`config.mk`:
```
export PLATFORM = sky130hd
export DESIGN_NAME = gcd_sweep_sequencer
export DESIGN_NICKNAME = d
export VERILOG_FILES = /design/src/rtl/gcd_sweep_pkg.sv /design/src/rtl/gcd_sweep_stats.sv /design/src/rtl/gcd_sweep_sequencer.sv
export SDC_FILE = /design/constraint.sdc
export NUM_CORES = 1
export LEC_CHECK = 0
export BUFFER_PORTS_ARGS = -buffer_cell sky130_fd_sc_hd__buf_2
export CAP_MARGIN = 15
export CORE_UTILIZATION = 40
export DETAILED_ROUTE_END_ITERATION = 12
export SYNTH_ARGS = -nofsm -noshare
export SYNTH_HDL_FRONTEND = slang
export SYNTH_HIERARCHICAL = 1
export SYNTH_SLANG_ARGS = --single-unit
```
`constraint.sdc`:
```
create_clock -name Clk -period 6.4 [get_ports Clk]
set_input_delay 0.64 -clock Clk [delete_from_list [all_inputs] [get_ports Clk]]
set_output_delay 0.64 -clock Clk [all_outputs]
set_load 0.01 [all_outputs]
```
`src/rtl/gcd_sweep_pkg.sv`:
```
// Shared constants for the GCD sweep sequencer: FSM encoding, default widths and
// the WAIT timeout.
package gcd_sweep_pkg;

    localparam int unsigned GcdW        = 8;
    localparam int unsigned CycW        = 16;
    localparam int unsigned TimeoutClks = 1000;

    typedef logic [2:0] state_t;

    localparam state_t StIdle  = 3'd0;
    localparam state_t StStart = 3'd1;
    localparam state_t StWait  = 3'd2;
    localparam state_t StAck   = 3'd3;
    localparam state_t StNext  = 3'd4;
    localparam state_t StFin   = 3'd5;

endpackage

```
`src/rtl/gcd_sweep_stats.sv`:
```
// Sweep statistics: completed pair count, wrapping GCD sum and the worst-case
// latency together with the operands that produced it.
module gcd_sweep_stats
    import gcd_sweep_pkg::*;
#(
    parameter int unsigned W     = GcdW,
    parameter int unsigned CNT_W = CycW
) (
    input  logic             Clk,
    input  logic             Reset,
    input  logic             clear,
    input  logic             update,
    input  logic [CNT_W-1:0] cyc,
    input  logic [W-1:0]     a,
    input  logic [W-1:0]     b,
    input  logic [W-1:0]     gcd,
    output logic [2*W:0]     Pair_Count,
    output logic [3*W-1:0]   Gcd_Sum,
    output logic [CNT_W-1:0] Max_Cycles,
    output logic [W-1:0]     Max_A,
    output logic [W-1:0]     Max_B
);

    always_ff @(posedge Clk) begin
        if (Reset || clear) begin
            Pair_Count <= '0;
            Gcd_Sum    <= '0;
            Max_Cycles <= '0;
            Max_A      <= '0;
            Max_B      <= '0;
        end else if (update) begin
            Pair_Count <= Pair_Count + 1'b1;
            Gcd_Sum    <= Gcd_Sum + {{(2*W){1'b0}}, gcd};
            // Strict compare so that ties keep the earliest pair.
            if (cyc > Max_Cycles) begin
                Max_Cycles <= cyc;
                Max_A      <= a;
                Max_B      <= b;
            end
        end
    end

endmodule

```
`src/rtl/gcd_sweep_sequencer.sv`:
```
// Walks every operand pair Lo..Hi (a-major) through an ee354_GCD core, handling
// the Start/Ack handshake and timing each computation for the stats block.
module gcd_sweep_sequencer
    import gcd_sweep_pkg::*;
#(
    parameter int unsigned W       = GcdW,
    parameter int unsigned CNT_W   = CycW,
    parameter int unsigned TIMEOUT = TimeoutClks
) (
    input  logic             Clk,
    input  logic             Reset,
    input  logic             CEN,
    input  logic             Go,
    input  logic [W-1:0]     Lo,
    input  logic [W-1:0]     Hi,
    output logic [W-1:0]     Ain,
    output logic [W-1:0]     Bin,
    output logic             Start,
    output logic             Ack,
    input  logic             q_Done_in,
    input  logic [W-1:0]     AB_GCD_in,
    output logic             Busy,
    output logic             Sweep_Done,
    output logic             Timeout_Err,
    output logic [2*W:0]     Pair_Count,
    output logic [3*W-1:0]   Gcd_Sum,
    output logic [CNT_W-1:0] Max_Cycles,
    output logic [W-1:0]     Max_A,
    output logic [W-1:0]     Max_B
);

    state_t           state;
    logic [W-1:0]     lo_q;
    logic [W-1:0]     hi_q;
    logic [CNT_W-1:0] cyc;
    logic             stats_clear;
    logic             stats_update;

    assign Busy         = (state != StIdle);
    assign stats_clear  = CEN && (state == StIdle) && Go;
    assign stats_update = CEN && (state == StAck);

    // Ain/Bin double as the a/b sweep counters; they are loaded as START is entered
    // so the core sees valid operands alongside the Start pulse.
    always_ff @(posedge Clk) begin
        if (Reset) begin
            state       <= StIdle;
            lo_q        <= '0;
            hi_q        <= '0;
            Ain         <= '0;
            Bin         <= '0;
            Start       <= 1'b0;
            Ack         <= 1'b0;
            cyc         <= '0;
            Sweep_Done  <= 1'b0;
            Timeout_Err <= 1'b0;
        end else if (CEN) begin
            Start <= 1'b0;
            Ack   <= 1'b0;
            case (state)
                StIdle: begin
                    if (Go) begin
                        lo_q        <= Lo;
                        hi_q        <= Hi;
                        Ain         <= Lo;
                        Bin         <= Lo;
                        Sweep_Done  <= 1'b0;
                        Timeout_Err <= 1'b0;
                        if (Lo > Hi) begin
                            state <= StFin;
                        end else begin
                            state <= StStart;
                            Start <= 1'b1;
                        end
                    end
                end
                StStart: begin
                    cyc   <= '0;
                    state <= StWait;
                end
                StWait: begin
                    if (q_Done_in) begin
                        state <= StAck;
                        Ack   <= 1'b1;
                    end else if (cyc == CNT_W'(TIMEOUT)) begin
                        Timeout_Err <= 1'b1;
                        state       <= StFin;
                    end else begin
                        cyc <= cyc + 1'b1;
                    end
                end
                StAck: begin
                    state <= StNext;
                end
                StNext: begin
                    // Compare before incrementing so Hi = all-ones never wraps.
                    if (Bin != hi_q) begin
                        Bin   <= Bin + 1'b1;
                        state <= StStart;
                        Start <= 1'b1;
                    end else if (Ain != hi_q) begin
                        Ain   <= Ain + 1'b1;
                        Bin   <= lo_q;
                        state <= StStart;
                        Start <= 1'b1;
                    end else begin
                        state <= StFin;
                    end
                end
                StFin: begin
                    Sweep_Done <= 1'b1;
                    state      <= StIdle;
                end
                default: begin
                    state <= StIdle;
                end
            endcase
        end
    end

    gcd_sweep_stats #(
        .W     (W),
        .CNT_W (CNT_W)
    ) u_stats (
        .Clk        (Clk),
        .Reset      (Reset),
        .clear      (stats_clear),
        .update     (stats_update),
        .cyc        (cyc),
        .a          (Ain),
        .b          (Bin),
        .gcd        (AB_GCD_in),
        .Pair_Count (Pair_Count),
        .Gcd_Sum    (Gcd_Sum),
        .Max_Cycles (Max_Cycles),
        .Max_A      (Max_A),
        .Max_B      (Max_B)
    );

endmodule

```
==> results of run 1 <==
path summary, 6_finish.rpt:
kind / slack [ps] / cells after the start / to
hold reg to reg: 470 / 2 / lo_q[6]$_SDFFE_PP0P_
setup / recovery: 2800 / 8 / u_stats/Max_B[1]$_SDFFE_PP0P_
setup reg to reg: 2800 / 8 / u_stats/Max_B[1]$_SDFFE_PP0P_
hold / removal: 460 / 3 / hi_q[7]$_SDFFE_PP0P_
final cells by class:
class / instances / share of cell area, %
inverter: 37 / 1.51
clock buffer: 19 / 4.83
multi-input combinational: 709 / 52.8
timing repair buffer: 128 / 7.36
tap: 260 / 3.54
clock inverter: 13 / 2.04
sequential: 128 / 27.9
power by group through the flow:
stage	sequential, mW	combinational, mW	clock (mW)
2_1_floorplan	0.859	0.190	0
3_3_place_gp	0.875	0.242	0
3_5_place_dp	0.875	0.243	0
4_1_cts	0.857	0.245	1.06
5_1_grt	0.860	0.272	1.10
6_report	0.858	0.244	1.04
layer usage:
layer | vias to the layer above | GRT usage [%] | share of wire (%)
met4 | 0 | 6.28 | 1.3
met2 | 151 | 33.0 | 46
met3 | 24 | 4.24 | 4.0
met5 | - | 0 | 0
met1 | 3369 | 28.5 | 49
li1 | 3610 | - | -
cells by family after synthesis:
kind of cell               after synthesis  share of synthesized area, %
buffers and inverters                   98                          6.22
AOI/OAI and AO/OA                      210                          21.0
adders and majority gates               38                          6.15
muxes                                   15                          1.93
and+or+nand+nor                        386                          25.3
xor gates and xnor gates                60                          6.79
DFF                                    128                          32.6
worst max-delay path, delay by kind of cell (launching register included):
family	cells	cell delay (ps)
simple gates	4	960
compound gates	2	490
buf+inv	2	1240
flops	1	710
registers in the layout, indices dropped and copies added, names as in the netlist, 3 cells and up:
name	flops
u_stats/Max_A	8
state	3
u_stats/Pair_Count	17
hi_q	8
u_stats/Gcd_Sum	24
cyc	16
Bin	8
Ain	8
u_stats/Max_Cycles	16
u_stats/Max_B	8
lo_q	8
layout by cell type, fill, tap and decap left out, drive strengths merged, types with 32 or more instances in the layout:
master	n
nand3	52
nand2	127
buf	128
nor3	44
nor2	76
inv	37
ha	37
a21oi	53
a311oi	39
xnor2	42
a311o	32
dfxtp	128
stage by stage:
step | power (mW) | hold slack (ps) | area, µm²
2_1_floorplan | 1.05 | 434 | 7850
3_3_place_gp | 1.12 | 460 | 8520
3_5_place_dp | 1.12 | 464 | 8520
4_1_cts | 2.16 | 442 | 9150
5_1_grt | 2.23 | 445 | 9180
6_report | 2.14 | 461 | 9180
==> flow_metrics.py, run 1 <==
metrics = {
    "timing": {
        "setup_viol": 0,
        "fmax_mhz": 278,
        "rsz0062_at_grt": "false",
        "slew_viol_final": 0,
        "hold_viol": 0,
        "fin_crit_ps": 3600,
        "fin_skew_ps": 7.19,
        "slew-limit-headroom_pct": 28.4,
        "period_share_pct": 56.2,
        "setup-tns-final_ps": 0,
        "worstMarginPinSlew_ps": 1070,
        "setup_slack_ps": 2800,
    },
    "global_routing": {
        "grt_pass1_vias": 6457,
        "grt_pass1_wl_mm": 33.5,
        "antenna_found_initial": 0,
        "grt_overflow": 0,
        "grt_max_degree": 108,
        "grt_usage_pct": 20.9,
    },
    "die": {
        "die_w_um": 142,
        "start_util_pct": 41.4,
        "io_pins": 123,
        "die_area_um2": 20200,
        "rows": 50,
        "fp.dieH_um": 142,
        "coreArea_um2": 19000,
    },
    "clocking": {
        "cts-buffers-inserted": 17,
        "hold_buffers": 0,
        "htreeDepth": 4,
        "clkTransAtPathRegs_ps": 60,
        "cts_max_path_buffers": 2,
        "cts_tree": "yes",
        "cts_root_buf": "clkbuf_16",
        "worstSkewPairLatency_ps": 420,
        "post_cts_resized": 0,
        "post_cts_buffers": 0,
        "cts_sinks": 128,
    },
    "worst_setup_path": {
        "path_class": "flop to flop",
        "timing.rr.start": "state[1]$_SDFFE_PP0P_",
        "path_cells": "nor2_2 -> nand4_1 -> inv_1 -> nor2_4 -> buf_4 -> nand2_1 -> a311oi_1 -> a311o_1",
        "arrival_ps": 3960,
        "cpPeakStageDelay_ps": 730,
        "worst-path-max-fanout": 107,
        "worst_ep_required_time_ps": 6760,
        "slowest_stage": "buf_4",
        "cp-end-kind": "flop",
        "startpoint": "state[1]$_SDFFE_PP0P_",
        "startpoint_type": "flop",
    },
    "power": {
        "combPwrFrac_pct": 11.4,
        "p_sw_mw": 0.576,
        "pwr-share-clk_pct": 48.6,
        "switching_share_pct": 26.9,
        "power_density_nw_per_um2": 233,
        "p_int_mw": 1.57,
        "pwr-share-seq_pct": 40.0,
        "ir_worst_vdd_uv": 188,
        "power_leakage_nw": 3.40,
    },
    "synth": {
        "synth.most_common_cell": "dfxtp_1",
        "synth_top_area_share_pct": 32.6,
        "synth_cell_types": 77,
        "postSynth.asyncResetShare_pct": 0,
        "avgSynthCellArea_um2": 8.40,
        "synthTopCellsByArea": "dfxtp_1 (33%), nand2_1 (5.9%), ha_1 (5.9%)",
        "synth-edff-count": 0,
        "synthesis.area_um2": 7850,
        "ys_ff_latch": 128,
        "synthCells": 935,
        "ys_warn_count": 6,
        "synthesis.nets": 1002,
        "synthTopCellsByCount": "dfxtp_1 (128), nand2_1 (124), nor2_1 (74), a21oi_1 (52), nand3_1 (52)",
        "synth-seq-area-share_pct": 32.6,
        "ys.flop_type": "dfxtp_1",
        "yosysTopAreaCell": "dfxtp_1",
    },
    "layout": {
        "area_delta_synth_final_pct": 16.9,
        "finalNonFillerCells": 1294,
        "diodes": 0,
        "seq_area_um2": 2560,
        "fin_util_pct": 48.4,
        "multiInputGateArea_um2": 4840,
        "nFillCells": 1906,
        "drive_above_1_share_pct": 20.2,
        "finalNetCount": 1088,
    },
    "detailed_routing": {
        "wl_mm": 20.7,
        "viasPerCell": 5.53,
        "dr.pass1.iters": 4,
        "vias": 7154,
        "detail_route.iter0.violations": 476,
        "wire_per_inst_um": 16.0,
        "antenna_left": 0,
        "drc": 0,
    },
    "outcome": {
        "status": "finished clean",
    },
    "placed_design": {
        "detailed_place_hpwl_mm": 14.0,
        "post-place-ws_ps": 2790,
        "globalplace.congestion": 0.782,
        "dp_cells": 1261,
        "io_buffers": 122,
    },
    "run": {
        "cap_violations": 0,
    },
    "min_path": {
        "hold_start": "Hi[7]",
        "hp-class": "primary input to flop",
    },
}
Note: power is estimated with default switching activity, not from simulation.
==> inputs of run 2 (changes only) <==
- clock period: 6.4 -> 3.5 ns (I/O delays scaled with it)
==> run 2 against run 1 <==
Effect of this change: worst setup slack lost 1900 ps; critical path depth is 1 lower; register-to-register slack got worse by 1900 ps; routed wire length rose by 2.1%; sequential share of layout area fell by 0.27 points; final area rose by 0.97%; critical path type unchanged; critical endpoint is now u_stats/Gcd_Sum[22]$_SDFFE_PP0P_; largest power group unchanged; highest routed layer unchanged.
==> flow_metrics.py, run 2 (synthesis results as in run 1) <==
metrics = {
    "die": {
        "start_util_pct": 41.4,
        "die_w_um": 142,
        "die_area_um2": 20200,
        "rows": 50,
        "io_pins": 123,
        "coreArea_um2": 19000,
        "fp.dieH_um": 142,
    },
    "worst_setup_path": {
        "worst-path-max-fanout": 13,
        "critical_path.endpoint": "u_stats/Gcd_Sum[22]$_SDFFE_PP0P_",
        "startpoint": "state[0]$_SDFFE_PP0P_",
        "arrival_ps": 2840,
        "path_class": "flop to flop",
        "startpoint_type": "flop",
        "ff2ff_path_depth": 7,
        "worst_ep_required_time_ps": 3780,
        "timing.rr.start": "state[0]$_SDFFE_PP0P_",
        "cp-end-kind": "flop",
        "r2r_end": "u_stats/Gcd_Sum[22]$_SDFFE_PP0P_",
        "r2r_setup_slack_ps": 940,
    },
    "power": {
        "switching_share_pct": 25.9,
        "p_int_mw": 2.96,
        "pwr-share-seq_pct": 39.3,
        "ir_worst_vdd_uv": 332,
        "pwr-share-clk_pct": 49.0,
        "combPwrFrac_pct": 11.7,
        "power_density_nw_per_um2": 431,
        "p_sw_mw": 1.03,
        "power_leakage_nw": 3.46,
    },
    "clocking": {
        "hold_buffers": 0,
        "cts-buffers-inserted": 17,
        "cts_root_buf": "clkbuf_16",
        "post_cts_buffers": 0,
        "worstSkewPairLatency_ps": 420,
        "htreeDepth": 4,
        "cts_sinks": 128,
        "cts_tree": "yes",
        "post_cts_resized": 0,
        "cts_max_path_buffers": 2,
        "clkTransAtPathRegs_ps": 60,
    },
    "outcome": {
        "status": "finished clean",
    },
    "timing": {
        "fin_crit_ps": 2560,
        "slew_viol_final": 0,
        "fin_skew_ps": 7.62,
        "fmax_mhz": 390,
        "rsz0062_at_grt": "false",
        "setup-tns-final_ps": 0,
        "setup_slack_ps": 936,
        "hold_viol": 0,
        "slew-limit-headroom_pct": 37.5,
        "worstMarginPinSlew_ps": 937,
        "period_share_pct": 73.3,
        "setup_viol": 0,
    },
    "global_routing": {
        "grt_pass1_wl_mm": 34.9,
        "grt_max_degree": 65,
        "antenna_found_initial": 0,
        "grt_overflow": 0,
        "grt_pass1_vias": 6689,
        "grt_usage_pct": 21.5,
    },
    "min_path": {
        "hp-class": "primary input to flop",
        "worstHoldPathCells": 3,
    },
    "layout": {
        "regMostFlops": "u_stats/Gcd_Sum",
        "fin_util_pct": 48.9,
        "largest_register_ffs": 24,
        "finalNetCount": 1097,
        "nFillCells": 1862,
        "diodes": 0,
        "seq_area_um2": 2560,
        "area_delta_synth_final_pct": 18.0,
        "layout_commonest_cell": "dfxtp_1",
        "drive_above_1_share_pct": 20.8,
        "multiInputGateArea_um2": 4830,
        "mostFrequentLayoutCells": "dfxtp_1 (128), nand2_1 (124), buf_2 (122)",
        "largestRegisters": "u_stats/Gcd_Sum x24, u_stats/Pair_Count x17",
        "design_area_um2": 9270,
    },
    "detailed_routing": {
        "vias": 7275,
        "viasPerCell": 5.58,
        "dr.pass1.iters": 5,
        "detail_route.iter0.violations": 542,
        "antenna_left": 0,
        "wire_per_inst_um": 16.2,
        "wl_mm": 21.1,
        "drc": 0,
    },
    "placed_design": {
        "placed_area_um2": 8620,
        "detailed_place_hpwl_mm": 14.5,
        "post-place-ws_ps": 950,
        "io_buffers": 122,
        "globalplace.congestion": 0.799,
    },
    "run": {
        "cap_violations": 0,
    },
}
run 2: cell count changes in the layout (fill, tap and decap cells not counted), sizes merged:
cell | previous run | this run
clkbuf | 19 | 21
clkinvlp | 3 | 2
clkinv | 6 | 4
buf | 128 | 137
bufinv | 4 | 5
run 2: worst min path at each step:
stage / start / to / slack, ps
2_1_floorplan: lo_q[1]$_SDFFE_PP0P_ / lo_q[1]$_SDFFE_PP0P_ / 430
3_5_place_dp: lo_q[7]$_SDFFE_PP0P_ / lo_q[7]$_SDFFE_PP0P_ / 450
3_3_place_gp: lo_q[6]$_SDFFE_PP0P_ / lo_q[6]$_SDFFE_PP0P_ / 440
6_report: Hi[2] / hi_q[2]$_SDFFE_PP0P_ / 180
4_1_cts: Hi[5] / hi_q[5]$_SDFFE_PP0P_ / 160
5_1_grt: Hi[5] / hi_q[5]$_SDFFE_PP0P_ / 170
run 2: critical path, cell delays in order (launching register included):
cell       delay, ps
dfxtp_1          630
nor2b_1          240
and3_1           430
nand4_2          220
a2111oi_4        500
nand4_1          180
xor2_1           170
nor2_1            50
run 2: cell type report:
type | instances | area share [%]
clock buffers | 21 | 4.97
clock inverters | 11 | 2.00
inverters | 37 | 1.50
multi-input cells | 709 | 52.2
flip-flops and latches | 128 | 27.7
well taps | 260 | 3.51
repair buffers | 137 | 8.21
run 2: metrics by stage:
step	cells	power [mW]	hold slack, ps
3_3_place_gp	1271	2.06	444
2_1_floorplan	935	1.92	434
5_1_grt	1303	4.15	173
6_report	1303	3.99	182
3_5_place_dp	1271	2.06	451
4_1_cts	1303	4.02	164
run 2: layer usage:
layer	vias up	routed length [µm]	global-route usage, %	share of wire, %
met5	-	0	0	0
met4	0	291	6.51	1.4
met3	24	859	3.63	4.1
met2	157	9500	33.8	45
met1	3466	10500	30.0	50
li1	3628	-	-	-
run 2: power groups by stage:
stage / Combinational [mW] / Clock [mW] / Sequential, mW
2_1_floorplan: 0.348 / 0 / 1.57
3_3_place_gp: 0.466 / 0 / 1.60
3_5_place_dp: 0.464 / 0 / 1.60
4_1_cts: 0.467 / 1.99 / 1.57
5_1_grt: 0.520 / 2.06 / 1.57
6_report: 0.468 / 1.96 / 1.57
==> inputs of run 3 (changes only) <==
- clock period: 3.5 -> 2.11 ns (I/O delays scaled with it)
==> run 3 against run 2 <==
Effect of this change: the flow now finishes with violations (setup timing); clock-buffer cell count is 4 lower; total power is 75% higher; global-route usage is 1.4 points higher; register-to-register slack worse by 1100 ps; sequential share of layout area is 3.9 points lower; core utilization is 8.4 points higher; via count is 8.1% higher; sequential power is 61% higher; hold slack worse by 150 ps; flip-flop and latch count stayed put; largest power group unchanged; highest routed layer unchanged.
==> flow_metrics.py, run 3 (synthesis results as in run 1) <==
metrics = {
    "detailed_routing": {
        "vias": 7867,
        "wl_mm": 24.1,
        "dr.pass1.iters": 5,
        "antenna_left": 0,
        "detail_route.iter0.violations": 625,
        "drc": 0,
        "viasPerCell": 5.58,
        "wire_per_inst_um": 17.1,
    },
    "worst_setup_path": {
        "worst_ep_required_time_ps": 2420,
        "cp-end-kind": "flop",
        "startpoint_type": "flop",
        "timing.rr.start": "cyc[1]$_SDFFE_PP0P_",
        "r2r_end": "u_stats/Max_A[7]$_SDFFE_PP0P_",
        "cp.depth": 9,
        "r2r_setup_slack_ps": -120,
        "path_cells": "ha_4 -> nor2b_4 -> o211ai_1 -> buf_4 -> a2111oi_4 -> buf_6 -> clkbuf_16 -> nor3_1 -> a311o_1",
        "startpoint": "cyc[1]$_SDFFE_PP0P_",
        "path_class": "flop to flop",
        "arrival_ps": 2540,
        "slowest_stage": "dfxtp_2",
        "crit_family": "compound AO/OA/AOI/OAI gates",
        "worst-path-max-fanout": 6,
        "critical_path.endpoint": "u_stats/Max_A[7]$_SDFFE_PP0P_",
        "cpPeakStageDelay_ps": 360,
        "cp_num_buf_inv": 3,
        "ff2ff_path_depth": 9,
    },
    "placed_design": {
        "globalplace.congestion": 0.837,
        "io_buffers": 122,
        "placed_area_um2": 9380,
        "post-place-ws_ps": -22.0,
        "dp_cells": 1352,
        "detailed_place_hpwl_mm": 16.0,
    },
    "global_routing": {
        "grt_pass1_vias": 7150,
        "grt_usage_pct": 23.0,
        "grt_overflow": 0,
        "grt_max_degree": 39,
        "grt_pass1_wl_mm": 36.8,
        "antenna_found_initial": 0,
    },
    "outcome": {
        "failed_checks": "setup timing",
        "status": "complete, but fails checks",
    },
    "clocking": {
        "htreeDepth": 4,
        "cts-buffers-inserted": 17,
        "worstSkewPairLatency_ps": 430,
        "cts_tree": "yes",
        "clkTransAtPathRegs_ps": 60,
        "cts_max_path_buffers": 2,
        "hold_buffers": 0,
        "cts_sinks": 128,
        "cts_root_buf": "clkbuf_16",
    },
    "layout": {
        "seq_area_um2": 2580,
        "multiInputGateArea_um2": 5250,
        "layout_commonest_cell": "nand2_1",
        "finalNetCount": 1204,
        "nFillCells": 1742,
        "mostFrequentLayoutCells": "nand2_1 (124), buf_2 (122), dfxtp_1 (112)",
        "fin_util_pct": 57.3,
        "finalNonFillerCells": 1410,
        "area_delta_synth_final_pct": 38.3,
        "diodes": 0,
        "regMostFlops": "u_stats/Gcd_Sum",
        "design_area_um2": 10900,
        "largestRegisters": "u_stats/Gcd_Sum x24, u_stats/Pair_Count x17",
        "largest_register_ffs": 24,
        "drive_above_1_share_pct": 35.0,
    },
    "power": {
        "power_density_nw_per_um2": 645,
        "pwr-share-seq_pct": 36.1,
        "ir_worst_vdd_uv": 657,
        "p_int_mw": 5.20,
        "pwr-share-clk_pct": 49.9,
        "finalPower_mw": 7.00,
        "p_sw_mw": 1.81,
        "switching_share_pct": 25.8,
        "combPwrFrac_pct": 14.0,
        "power_leakage_nw": 4.20,
    },
    "timing": {
        "fmax_mhz": 449,
        "hold_viol": 0,
        "setup-tns-final_ps": -2680,
        "rsz0062_at_grt": "true",
        "setup_viol": 32,
        "worstMarginPinSlew_ps": 835,
        "fin_skew_ps": 8.08,
        "slew-limit-headroom_pct": 44.3,
        "period_share_pct": 105,
        "setup_slack_ps": -116,
        "slew_viol_final": 0,
        "holdWs_ps": 27.8,
        "fin_crit_ps": 2230,
    },
    "die": {
        "die_area_um2": 20200,
        "die_w_um": 142,
        "rows": 50,
        "coreArea_um2": 19000,
        "io_pins": 123,
        "start_util_pct": 41.4,
        "fp.dieH_um": 142,
    },
    "min_path": {
        "hold_start": "Hi[7]",
        "hp-class": "primary input to flop",
    },
    "run": {
        "cap_violations": 0,
    },
}
run 3: cell count changes in the layout (fill, tap and decap cells not counted), sizes merged:
cell / previous run / this run
buf: 137 / 238
bufinv: 5 / 7
bufbuf: 0 / 1
clkbuf: 21 / 22
clkinv: 4 / 5
clkinvlp: 2 / 3
run 3: worst min-delay path by stage:
stage / end / slack [ps] / depth (start not counted)
5_1_grt: hi_q[6]$_SDFFE_PP0P_ / 30 / 3
2_1_floorplan: lo_q[1]$_SDFFE_PP0P_ / 350 / 2
6_report: hi_q[7]$_SDFFE_PP0P_ / 30 / 3
3_5_place_dp: lo_q[0]$_SDFFE_PP0P_ / 450 / 2
3_3_place_gp: lo_q[7]$_SDFFE_PP0P_ / 440 / 2
4_1_cts: hi_q[6]$_SDFFE_PP0P_ / 20 / 3
run 3: per-layer routing:
metal / GRT usage, % / vias up / wire (µm)
li1: - / 3849 / -
met3: 3.53 / 27 / 1130
met1: 31.4 / 3763 / 11100
met4: 7.19 / 0 / 418
met5: 0 / - / 0
met2: 37.0 / 228 / 11500
run 3: power groups by stage:
stage / Sequential (mW) / Combinational (mW) / Clock [mW]
finish: 2.53 / 0.982 / 3.49
global route: 2.53 / 1.08 / 3.64
floorplan: 2.61 / 0.580 / 0
detailed placement: 2.58 / 0.959 / 0
CTS: 2.53 / 0.968 / 3.55
global placement: 2.58 / 0.952 / 0
run 3: final cells by class:
| type | instances | area share [%] |
|---|---|---|
| inverters | 37 | 1.28 |
| multi-input cells | 709 | 48.4 |
| well taps | 260 | 3.00 |
| flip-flops and latches | 128 | 23.8 |
| clock inverters | 15 | 2.44 |
| clock buffers | 17 | 3.92 |
| repair buffers | 244 | 17.2 |
run 3: repair_timing:
action,4_1_cts,5_1_grt
pin swaps,2,24
setup buffers,7,12
endpoints found under the setup margin,32,61
gates resized for setup,15,70
cloned,2,6
run 3: tightest hold or removal path, stage by stage:
cell,delay (ps)
buf_2,110
nand2_1,50
a21oi_1,50
